**src/rtl/wb_queue.sv**
```systemverilog
// Write-back queue: merges load-unit and ALU write-back requests into one FIFO
// that drains into the register file, with a pending-write lookup for bypass.
module wb_queue #(
    parameter int DEPTH = 4
) (
    input  logic                     clk,
    input  logic                     rst_n,
    input  logic                     mem_valid,
    output logic                     mem_ready,
    input  logic [4:0]               mem_wa,
    input  logic [31:0]              mem_wd,
    input  logic                     alu_valid,
    output logic                     alu_ready,
    input  logic [4:0]               alu_wa,
    input  logic [31:0]              alu_wd,
    input  logic                     wb_hold,
    output logic                     rf_we,
    output logic [4:0]               rf_wa,
    output logic [31:0]              rf_wd,
    input  logic [4:0]               chk_ra1,
    input  logic [4:0]               chk_ra2,
    output logic                     chk_hit1,
    output logic                     chk_hit2,
    output logic [31:0]              chk_data1,
    output logic [31:0]              chk_data2,
    output logic [$clog2(DEPTH):0]   count
);

    localparam int PTR_W = $clog2(DEPTH);
    localparam int CNT_W = PTR_W + 1;

    logic [4:0]       wa_q [DEPTH];
    logic [31:0]      wd_q [DEPTH];
    logic [PTR_W-1:0] head_q;
    logic [PTR_W-1:0] tail_q;
    logic [CNT_W-1:0] count_q;

    logic        not_full;
    logic        hs;
    logic        push;
    logic        pop;
    logic [4:0]  push_wa;
    logic [31:0] push_wd;

    // Ready depends only on the registered count, so a same-cycle pop can
    // never feed back into the request handshake.
    assign not_full  = (count_q != CNT_W'(DEPTH));
    assign mem_ready = not_full;
    assign alu_ready = not_full && !mem_valid;

    assign hs      = (mem_valid && mem_ready) || (alu_valid && alu_ready);
    assign push_wa = mem_valid ? mem_wa : alu_wa;
    assign push_wd = mem_valid ? mem_wd : alu_wd;
    // Writes to x0 complete the handshake but are dropped.
    assign push    = hs && (push_wa != 5'd0);

    assign rf_we = (count_q != '0) && !wb_hold;
    assign pop   = rf_we;
    assign rf_wa = (count_q != '0) ? wa_q[head_q] : 5'd0;
    assign rf_wd = (count_q != '0) ? wd_q[head_q] : 32'd0;
    assign count = count_q;

    // NOTE: every output of this block gets a default before the loop, so no
    // path leaves a value held and no latch is inferred.
    always_comb begin
        chk_hit1  = 1'b0;
        chk_hit2  = 1'b0;
        chk_data1 = 32'd0;
        chk_data2 = 32'd0;
        // Walk oldest to youngest so the youngest match overwrites earlier ones.
        for (int i = 0; i < DEPTH; i++) begin
            if (CNT_W'(i) < count_q) begin
                if (chk_ra1 != 5'd0 && wa_q[head_q + PTR_W'(i)] == chk_ra1) begin
                    chk_hit1  = 1'b1;
                    chk_data1 = wd_q[head_q + PTR_W'(i)];
                end
                if (chk_ra2 != 5'd0 && wa_q[head_q + PTR_W'(i)] == chk_ra2) begin
                    chk_hit2  = 1'b1;
                    chk_data2 = wd_q[head_q + PTR_W'(i)];
                end
            end
        end
    end

    // NOTE: state registers use non-blocking assignments so every flop samples
    // the pre-edge values regardless of statement order.
    always_ff @(posedge clk or negedge rst_n) begin
        if (!rst_n) begin
            head_q  <= '0;
            tail_q  <= '0;
            count_q <= '0;
        end else begin
            if (push) tail_q <= tail_q + PTR_W'(1);
            if (pop)  head_q <= head_q + PTR_W'(1);
            case ({push, pop})
                2'b10:   count_q <= count_q + CNT_W'(1);
                2'b01:   count_q <= count_q - CNT_W'(1);
                default: count_q <= count_q;
            endcase
        end
    end

    // NOTE: entry storage has no reset; occupancy alone decides what is valid,
    // which keeps the array free of reset fan-out.
    always_ff @(posedge clk) begin
        if (push) begin
            wa_q[tail_q] <= push_wa;
            wd_q[tail_q] <= push_wd;
        end
    end

endmodule

```
**config.mk**
```make
export PLATFORM = sky130hd
export DESIGN_NAME = wb_queue
export DESIGN_NICKNAME = d
export VERILOG_FILES = /design/src/rtl/wb_queue.sv
export SDC_FILE = /design/constraint.sdc
export NUM_CORES = 1
export LEC_CHECK = 0
export ABC_CLOCK_PERIOD_IN_PS = 2700
export BUFFER_PORTS_ARGS = -buffer_cell sky130_fd_sc_hd__buf_2
export CORE_UTILIZATION = 25
export DETAILED_ROUTE_END_ITERATION = 8
export PLACE_DENSITY = 0.44
export SKIP_CTS_REPAIR_TIMING = 1
export SYNTH_ARGS = -nofsm -noshare
export SYNTH_HDL_FRONTEND = slang
export SYNTH_SLANG_ARGS = --single-unit
```
**constraint.sdc**
```tcl
create_clock -name clk -period 2.7 [get_ports clk]
set_input_delay 0.27 -clock clk [delete_from_list [all_inputs] [get_ports clk]]
set_output_delay 0.27 -clock clk [all_outputs]
set_load 0.03 [all_outputs]
```
==> summary.txt <==
Routing
  • Routed len/inst: 21.3 um
  • Vias/cell: 5.04
  • Antenna viol nets, final: 0
  • Drt first pass iters: 5
  • Remaining DRCs: 0
  • DRT iter0 DRCs: 632
  • Vias: 11,000
  • Post-Route WL: 46.6 mm

Pwr
  • Net switching power: 10.9 mW
  • Leak: 7.09 nW
  • Total Power: 23.4 mW
  • Power density cells: 1280 nW/um^2
  • Comb pwr share: 73.3%
  • Internal Power: 12.5 mW
  • Sw Ratio: 46.4%
  • Max VDD drop: 661 uV
  • Clock network power share: 10.6%
  • Reg power frac: 16.2%

Timing
  • Final setup viols: 89
  • Post-route setup slack: -1080 ps
  • Final Hold Vio Count: 0
  • Max Clock Skew: 12.0 ps
  • RSZ-0062 raised after global routing: yes
  • Max-slew violations: 0
  • Fmax: 265 MHz
  • Max_slew headroom: 59.1%
  • Post-route clock period utilization: 140%
  • Tmin final: 3780 ps
  • Tightest Pin Transition: 613 ps
  • Fin Hold WS: 172 ps

Layout
  • Synth-to-Final Area Change: 54.7%
  • Core Util, Final: 39.3%
  • Final Cell Area: 18,300 um^2
  • Layout cells sized above 1: 46.2%
  • Nets: 1,670

Place
  • Setup WS pre-CTS: -785 ps
  • Routability cong.: 0.852
  • HPWL after DPL: 30.5 mm
  • IO Port Bufs: 197
  • Placed inst area: 16,200 um^2

Synthesis
  • Synthesized cell area: 11,800 um^2
  • Synth Area in XOR/XNOR: 3.33%
  • Synth Area in Simple Gates: 15.6%
  • #FFs+latches synth: 155
  • Post-synth top flop: edfxtp_1
  • Synth Area in Compound Gates: 16.0%
  • Sequential-to-total area share from yosys stat: 39.1%
  • Synth async-reset ratio: 4.52%
  • Adder-cell share of the synthesized area: 0.952%
  • Synth warn: 0
  • Post-Syn Area per Cell: 9.78 um^2
  • Synth Instances: 1,209
  • Post-synth EDFFs: 148
  • Synthesized net count: 1,307
  • Largest family of logic cells by synthesized area: multiplexers
  • Mux share of post-synthesis cell area: 20.3%
  • Synth unique cells: 55

Global route
  • First-pass GRT wire length: 62.4 mm
  • Grt ovf: 0
  • Largest net degree at the start of global routing: 103
  • GRT Total Usage: 17.3%
  • Vias in the first global route: 10,400
  • Antenna violations before repair: 1

Outcome
  • Failing checks: negative setup slack
  • Outcome: complete, but fails checks

Floorplanning
  • Chip Width: 219 um
  • Die span in y: 219 um
  • Row count: 79
  • I/O Pins: 198
  • Full die area: 48,200 um^2
  • Core ar.: 46,600 um^2
  • Initial Utilization: 25.4%

Hold path
  • HP Class: in2reg

Job
  • Max-cap check violation count: 0

Worst setup path
  • Startpoint Class: flip-flop
  • Critical Path RT: 2430 ps
  • Worst setup EP type: output port
  • Crit path max fanout: 34
  • Critical path class: reg2out
  • Critical path arrival: 3510 ps

Clock tree
  • Longest Clk Path Bufs: 2
  • CTS tree: yes
  • Root buffer cell: clkbuf_16
  • Clock latency on the worst-skew pair: 440 ps
  • Sinks on Clock Net: 155
  • H-tree depth: 4
  • Number of buffers created by CTS: 17
  • Worst-path clk slew: 60 ps
[sequential cells by signal, indices dropped and copies added (netlist names)]
| name | flops |
|---|---|
| tail_q | 2 |
| head_q | 2 |
| count | 3 |
| wa_q | 20 |
| wd_q | 128 |
[per-stage QoR]
step                instances  setup TNS (ps)
floorplan                1209          -18020
global placement         2117          -45640
detailed placement       2117          -44270
CTS                      2147          -89810
global route             2191          -79120
finish                   2191          -68720
[cells by family (layout without fill, tap and decap cells)]
| group | count (synthesis) | in the layout |
|---|---|---|
| AOI/OAI and AO/OA | 277 | 277 |
| xor gates and xnor gates | 45 | 45 |
| adders and majority gates | 9 | 9 |
| buffers and inverters | 129 | 502 |
| DFF | 155 | 155 |
| muxes | 195 | 195 |
| other | 0 | 1 |
| and+or+nand+nor | 399 | 400 |
[critical path: stages, from the launching register on]
cell      delay (ps)
dfrtp_4          520
buf_6            150
mux2_4           300
mux2_4           290
xor2_1           150
or4_4            500
buf_12           210
or3_1            360
a21o_1           190
a31oi_4          180
clkbuf_4         210
[placed cells by master (no fill, tap or decap), types with 13 or more instances in the layout]
master,n
o211ai_1,27
nand2_1,127
and2_1,24
buf_6,74
mux2i_1,83
buf_12,30
nor2b_1,27
nor2_1,102
edfxtp_1,148
xnor2_1,21
o21ai_0,54
mux2_2,68
buf_4,196
a31oi_4,31
xor2_1,15
nor3_1,50
inv_1,13
or3_1,32
a21o_1,31
mux4_2,27
o221a_4,27
o31ai_4,31
buf_2,129
clkbuf_16,33
a21oi_1,51
[worst paths after layout]
path / from / end / slack, ps / cells after the start
min in group asynchronous: rst_n / count[1] / 210 / 2
worst min-delay path: wb_hold / head_q[0] / 170 / 3
worst min register to register: count[0] / count[0] / 610 / 2
worst max-delay path: head_q[1] / chk_data1[16] / -1080 / 10
worst max register to register: count[0] / wd_q[1][13] / 570 / 9
max in group asynchronous: rst_n / head_q[0] / 2300 / 2
[metal layers]
layer | global-route usage [%] | routed length [um] | vias to the layer above
li1 | - | - | 5255
met3 | 2.48 | 1800 | 22
met1 | 23.8 | 22000 | 5541
met5 | 0 | 0 | -
met4 | 3.38 | 384 | 0
met2 | 28.7 | 22400 | 223
[area by class of cell]
cell class,instances,area (um^2)
Fill cell,4559,28300
Multi-Input combinational cell,926,8090
Sequential cell,155,4630
Timing Repair Buffer,457,4160
Tap cell,607,759
Clock buffer,17,425
Clock inverter,13,168
Inverter,15,61.3
Antenna cell,1,2.50
[Yosys cell counts, types with 2 or more instances]
cell type,count,share of area [%]
o22ai_1,2,0.11
nor2b_1,28,1.5
o211a_1,4,0.34
nand2b_1,2,0.11
xnor2_1,29,2.1
mux2_4,2,0.25
nor2_1,106,3.4
nand2_1,132,4.2
buf_4,3,0.19
o211ai_1,27,1.7
o21ai_0,60,2.5
a31oi_1,32,1.7
or4_1,2,0.13
ha_1,9,0.95
mux4_2,27,5.1
o31ai_1,31,2.0
xor2_1,16,1.2
inv_1,13,0.41
dfrtp_1,7,1.5
or3_1,32,1.7
a21o_1,31,2.0
nand4_1,4,0.21
o221a_2,26,2.5
nor4_1,3,0.16
and2_1,28,1.5
mux2i_1,89,7.5
nand3_1,5,0.21
nor4b_1,2,0.15
edfxtp_1,148,38
mux2_2,71,6.8
nor3_1,51,2.2
o221a_1,2,0.19
buf_1,11,0.35
a21oi_1,51,2.2
buf_2,21,0.89
clkbuf_1,74,2.3
mux2_1,6,0.57
buf_6,5,0.48
[power by group through the flow]
stage / sequential [mW] / combinational, mW / clock [mW]
finish: 3.78 / 17.1 / 2.47
global placement: 3.81 / 14.8 / 0
floorplan: 3.78 / 9.76 / 0
global route: 3.86 / 18.2 / 2.61
CTS: 3.78 / 14.9 / 2.51
detailed placement: 3.84 / 14.9 / 0
Power figures use the tool's default switching activity.
